`src/rtl/clear_seq_pkg.sv`:
```
// Shared types and width helpers for the clear strobe sequencer.
package clear_seq_pkg;

    typedef enum logic [1:0] {
        StIdle,
        StAssert,
        StRelease,
        StWaitLow
    } clr_state_t;

    // Bits needed to hold values 0..max_val inclusive.
    function automatic int unsigned cnt_width(input int unsigned max_val);
        return int'($clog2(max_val + 1));
    endfunction

endpackage

```
`src/rtl/clear_req_debounce.sv`:
```
// Debounces the raw clear request; trigger fires on the DEBOUNCE-th consecutive high sample.
module clear_req_debounce
    import clear_seq_pkg::*;
#(
    parameter int unsigned DEBOUNCE = 3
) (
    input  logic clock,
    input  logic clear,
    input  logic req_in,
    output logic trigger
);

    localparam int unsigned DW = cnt_width(DEBOUNCE);
    localparam logic [DW-1:0] DbMax  = DW'(DEBOUNCE);
    localparam logic [DW-1:0] DbLast = DW'(DEBOUNCE - 1);

    logic [DW-1:0] db_cnt_q, db_cnt_d;

    always_comb begin
        db_cnt_d = db_cnt_q;
        if (!req_in) begin
            db_cnt_d = '0;
        end else if (db_cnt_q != DbMax) begin
            db_cnt_d = db_cnt_q + 1'b1;
        end
    end

    always_ff @(posedge clock) begin
        if (clear) begin
            db_cnt_q <= '0;
        end else begin
            db_cnt_q <= db_cnt_d;
        end
    end

    // Saturation at DEBOUNCE keeps a held request from firing more than once.
    assign trigger = req_in && (db_cnt_q == DbLast);

endmodule

```
`src/rtl/clear_sequencer.sv`:
```
// Generates ordered active-low clear strobes: hold all low, then release bit 0 upward
// with a fixed stagger. Runs automatically out of reset and on each debounced request.
module clear_sequencer
    import clear_seq_pkg::*;
#(
    parameter int unsigned N_OUT       = 4,
    parameter int unsigned HOLD_CYCLES = 8,
    parameter int unsigned STAGGER     = 2,
    parameter int unsigned DEBOUNCE    = 3
) (
    input  logic             clock,
    input  logic             clear,
    input  logic             req_in,
    output logic [N_OUT-1:0] clearb_out,
    output logic             busy,
    output logic             done
);

    localparam int unsigned HW = cnt_width(HOLD_CYCLES);
    localparam int unsigned SW = cnt_width(STAGGER);
    localparam int unsigned IW = cnt_width(N_OUT);

    localparam logic [HW-1:0] HoldLast = HW'(HOLD_CYCLES - 1);
    localparam logic [SW-1:0] StgLast  = SW'(STAGGER - 1);
    localparam logic [IW-1:0] IdxLast  = IW'(N_OUT - 1);

    clr_state_t       state_q, state_d;
    logic [HW-1:0]    hold_q, hold_d;
    logic [SW-1:0]    stg_q, stg_d;
    logic [IW-1:0]    idx_q, idx_d;
    logic [N_OUT-1:0] clearb_q, clearb_d;
    logic             busy_q, busy_d;
    logic             done_q, done_d;
    logic             trigger;

    clear_req_debounce #(
        .DEBOUNCE(DEBOUNCE)
    ) u_debounce (
        .clock  (clock),
        .clear  (clear),
        .req_in (req_in),
        .trigger(trigger)
    );

    always_comb begin
        state_d  = state_q;
        hold_d   = hold_q;
        stg_d    = stg_q;
        idx_d    = idx_q;
        clearb_d = clearb_q;
        busy_d   = busy_q;
        done_d   = 1'b0;

        unique case (state_q)
            StIdle: begin
                if (trigger) begin
                    state_d  = StAssert;
                    clearb_d = '0;
                    busy_d   = 1'b1;
                    hold_d   = '0;
                end
            end
            StAssert: begin
                if (hold_q == HoldLast) begin
                    clearb_d[0] = 1'b1;
                    if (N_OUT == 1) begin
                        state_d = StWaitLow;
                        busy_d  = 1'b0;
                        done_d  = 1'b1;
                    end else begin
                        state_d = StRelease;
                        idx_d   = IW'(1);
                        stg_d   = '0;
                    end
                end else begin
                    hold_d = hold_q + 1'b1;
                end
            end
            StRelease: begin
                if (stg_q == StgLast) begin
                    stg_d = '0;
                    idx_d = idx_q + 1'b1;
                    for (int unsigned i = 0; i < N_OUT; i++) begin
                        if (IW'(i) == idx_q) begin
                            clearb_d[i] = 1'b1;
                        end
                    end
                    if (idx_q == IdxLast) begin
                        state_d = StWaitLow;
                        busy_d  = 1'b0;
                        done_d  = 1'b1;
                    end
                end else begin
                    stg_d = stg_q + 1'b1;
                end
            end
            StWaitLow: begin
                if (!req_in) begin
                    state_d = StIdle;
                end
            end
            default: begin
                state_d = StIdle;
            end
        endcase
    end

    // Reset lands in StAssert so the power-on clear runs without a request.
    always_ff @(posedge clock) begin
        if (clear) begin
            state_q  <= StAssert;
            hold_q   <= '0;
            stg_q    <= '0;
            idx_q    <= '0;
            clearb_q <= '0;
            busy_q   <= 1'b1;
            done_q   <= 1'b0;
        end else begin
            state_q  <= state_d;
            hold_q   <= hold_d;
            stg_q    <= stg_d;
            idx_q    <= idx_d;
            clearb_q <= clearb_d;
            busy_q   <= busy_d;
            done_q   <= done_d;
        end
    end

    assign clearb_out = clearb_q;
    assign busy       = busy_q;
    assign done       = done_q;

endmodule

```
`config.mk`:
```
export PLATFORM = sky130hd
export DESIGN_NAME = clear_sequencer
export DESIGN_NICKNAME = d
export VERILOG_FILES = /design/src/rtl/clear_seq_pkg.sv /design/src/rtl/clear_req_debounce.sv /design/src/rtl/clear_sequencer.sv
export SDC_FILE = /design/constraint.sdc
export NUM_CORES = 1
export LEC_CHECK = 0
export CORE_AREA = 2 2 57 59
export CTS_CLUSTER_DIAMETER = 100
export DETAILED_ROUTE_END_ITERATION = 8
export DIE_AREA = 0 0 59 61
export MAX_ROUTING_LAYER = met4
export PLACE_DENSITY = 0.58
export SLEW_MARGIN = 0
export SYNTH_ARGS = -nofsm -noshare
export SYNTH_HDL_FRONTEND = slang
export SYNTH_SLANG_ARGS = --single-unit
```
`constraint.sdc`:
```
create_clock -name clock -period 2 [get_ports clock]
set_input_delay 0.3 -clock clock [delete_from_list [all_inputs] [get_ports clock]]
set_output_delay 0.3 -clock clock [all_outputs]
set_load 0.02 [all_outputs]
```
==> impl_metrics.env <==
export IMPL_status="completed"
export IMPL_wl_per_cell_um=12.10
export IMPL_ys_seq_area_share_pct=33.12
export IMPL_hold_class="flip-flop to flip-flop"
export IMPL_fin_nets=153
export IMPL_grtUsageMet1_pct=16.56
export IMPL_drtAntennaViolNets=0
export IMPL_clockRootBuffer="clkbuf_4"
export IMPL_clock_sinks=19
export IMPL_cts_max_path_buffers=2
export IMPL_fp_dieH_um=61
export IMPL_p_seq_share_pct=35.9
export IMPL_cts_buffers=3
export IMPL_synth_edf_count=0
export IMPL_r2r_setup_slack_ns=0.28
export IMPL_clk_pin_slew_ns=0.10
export IMPL_rows=20
export IMPL_synth_yosys_warnings=0
export IMPL_rsz0062_at_grt="false"
export IMPL_critPathArrivalTime_ns=1.91
export IMPL_fin_cells=167
export IMPL_area_growth_syn_to_layout_pct=12.64
export IMPL_grt_ovfl_total=0
export IMPL_clock_latency_ns=0.29
export IMPL_layout_min_cycle_time_ns=1.716
export IMPL_fin_tns_setup_ns=0
export IMPL_yosysUniqueCellTypes=35
export IMPL_p_comb_share_pct=50.7
export IMPL_dp_slack_ns=0.1791
export IMPL_synth_flop_cell="dfxtp_1"
export IMPL_maxCapViolations=0
export IMPL_fin_crit_sh_pct=85.79
export IMPL_dp_cells=163
export IMPL_intPower_mw=0.8505
export IMPL_final_common_cell="dfxtp_1"
export IMPL_route_vias_total=850
export IMPL_place_area_um2=1267
export IMPL_dp_hpwl_um=1583
export IMPL_p_switching_mw=0.5831
export IMPL_startpoint_type="flip-flop"
export IMPL_syn_area_per_cell_um2=9.263
export IMPL_routabilityCongestion=0.7844
export IMPL_maxSlewHeadroom_pct=62.33
export IMPL_peakVddDrop_mv=0.8293
export IMPL_synthCells=124
export IMPL_cts_setup_buffers=0
export IMPL_path_cells="inv_1, ha_1, and4b_1, a211oi_2, xnor2_1, nor2_1"
export IMPL_first_pass_iters=6
export IMPL_p_sw_share_pct=40.67
export IMPL_crit_buf_inv=1
export IMPL_grt_pass1_vias=838
export IMPL_clkPwrFrac_pct=13.4
export IMPL_endpoint_kind="flip-flop"
export IMPL_worst_pin_slew_ns=0.5633
export IMPL_grt_usage_pct=14.12
export IMPL_ys_seq_elements=19
export IMPL_fin_area_um2=1294
export IMPL_drt_initial_drc_count=39
export IMPL_io_buffer_count=8
export IMPL_cts_hold_buffers=0
export IMPL_required_ns=2.19
export IMPL_crit_type="flip-flop to flip-flop"
export IMPL_post_cts_resized=0
export IMPL_clock_skew_ns=0.001388
export IMPL_fillers=307
export IMPL_io_pins=9
export IMPL_power_density_nw_per_um2=1108
export IMPL_dieArea_um2=3599
export IMPL_p_leak_nw=0.5233
export IMPL_drive_gt1_share_pct=10.45
export IMPL_setup_ws_ns=0.2842
export IMPL_critical_path_top_delay_family="flip-flops"
export IMPL_setup_viol=0
export IMPL_via_per_inst=5.090
export IMPL_die_w_um=59
export IMPL_use_met3_pct=4.478
export IMPL_cp_slowest_cell="dfxtp_1"
export IMPL_async_flop_share_pct=0
export IMPL_cts_tree="yes"
export IMPL_gr_max_usage_layer="met2"
export IMPL_final_cell_mix="dfxtp_1, ha_1, nor2_1, nand2b_1"
export IMPL_syn_nets=142
export IMPL_hold_violations=0
export IMPL_drt_wl_total_um=2021
export IMPL_start_util_pct=38.90
export IMPL_fmax_mhz=582.8
export IMPL_critPathMaxStageDelay_ns=0.44
export IMPL_antenna_cells=0
export IMPL_route_detailed_drc=0
export IMPL_grt_max_degree=18
export IMPL_gr_usage_met2_pct=23.81
export IMPL_slew_violations=0
export IMPL_htreeDepth=1
export IMPL_synth_area_um2=1149
export IMPL_grt_antenna_before_repair=0
export IMPL_path_max_fanout=10
export IMPL_coreArea_um2=2953
export IMPL_grt_pass1_wl_um=3622
cells by family (layout without fill, tap and decap cells):
logic type | Yosys count | after routing | share of synthesized area, %
buffers and inverters | 13 | 23 | 4.794
AO/OA/AOI/OAI | 22 | 22 | 15.25
adder cells (fa/ha/maj) | 15 | 15 | 16.34
flip-flops | 19 | 19 | 33.12
AND/OR/NAND/NOR | 44 | 44 | 21.35
multiplexers | 7 | 7 | 6.100
XOR/XNOR | 4 | 4 | 3.051
worst paths after layout:
check                           startpoint        end  cells after the start
worst max-delay path            state_q[1]  hold_q[3]                      6
worst min-delay path              stg_q[1]   stg_q[1]                      1
worst max register to register  state_q[1]  hold_q[3]                      6
worst min register to register    stg_q[1]   stg_q[1]                      1
layer usage:
layer  wire (µm)  vias up
met3          71        2
met5           0        -
met2         935        9
met1         998      392
met4          14        0
li1            -      447
metrics by stage:
step	utilization [%]	power (mW)	hold WS, ns
2_1_floorplan	-	1.104	0.4583
3_5_place_dp	42.92	1.261	0.4780
3_3_place_gp	42.92	1.251	0.4636
5_1_grt	43.81	1.579	0.5180
6_report	43.81	1.434	0.4917
4_1_cts	43.81	1.471	0.4990
final cells by class:
| cell class | count | area, µm² | share of cell area, % |
|---|---|---|---|
| Sequential cell | 19 | 380.4 | 29.40 |
| Inverter | 8 | 30.03 | 2.321 |
| Timing Repair Buffer | 11 | 102.6 | 7.930 |
| Clock buffer | 4 | 26.28 | 2.031 |
| Tap cell | 33 | 41.29 | 3.191 |
| Multi-Input combinational cell | 92 | 713.2 | 55.13 |
registers in the layout, indices dropped and copies added (netlist names):
name,flops
state_q,2
hold_q,4
clearb_out,4
idx_q,3
stg_q,2
u_debounce.db_cnt_q,2
busy,1
done,1
cells in the mapped netlist (3+ instances only):
master	instances	area share [%]
a21oi_1	7	3.0
dfxtp_1	19	33
ha_1	15	16
inv_1	8	2.6
mux2i_1	7	6.1
nand2_1	4	1.3
nand2b_1	10	5.4
nand3_1	3	1.3
nand3b_1	5	3.3
nor2_1	12	3.9
nor3_1	3	1.3
power groups by stage:
stage	clock (mW)	sequential, mW	combinational [mW]
after CTS	0.213	0.516	0.741
after global routing	0.226	0.526	0.827
final	0.192	0.515	0.726
after floorplan	0	0.532	0.572
after global placement	0	0.523	0.728
after detailed placement	0	0.526	0.735
Note: power is estimated with default switching activity, not from simulation.
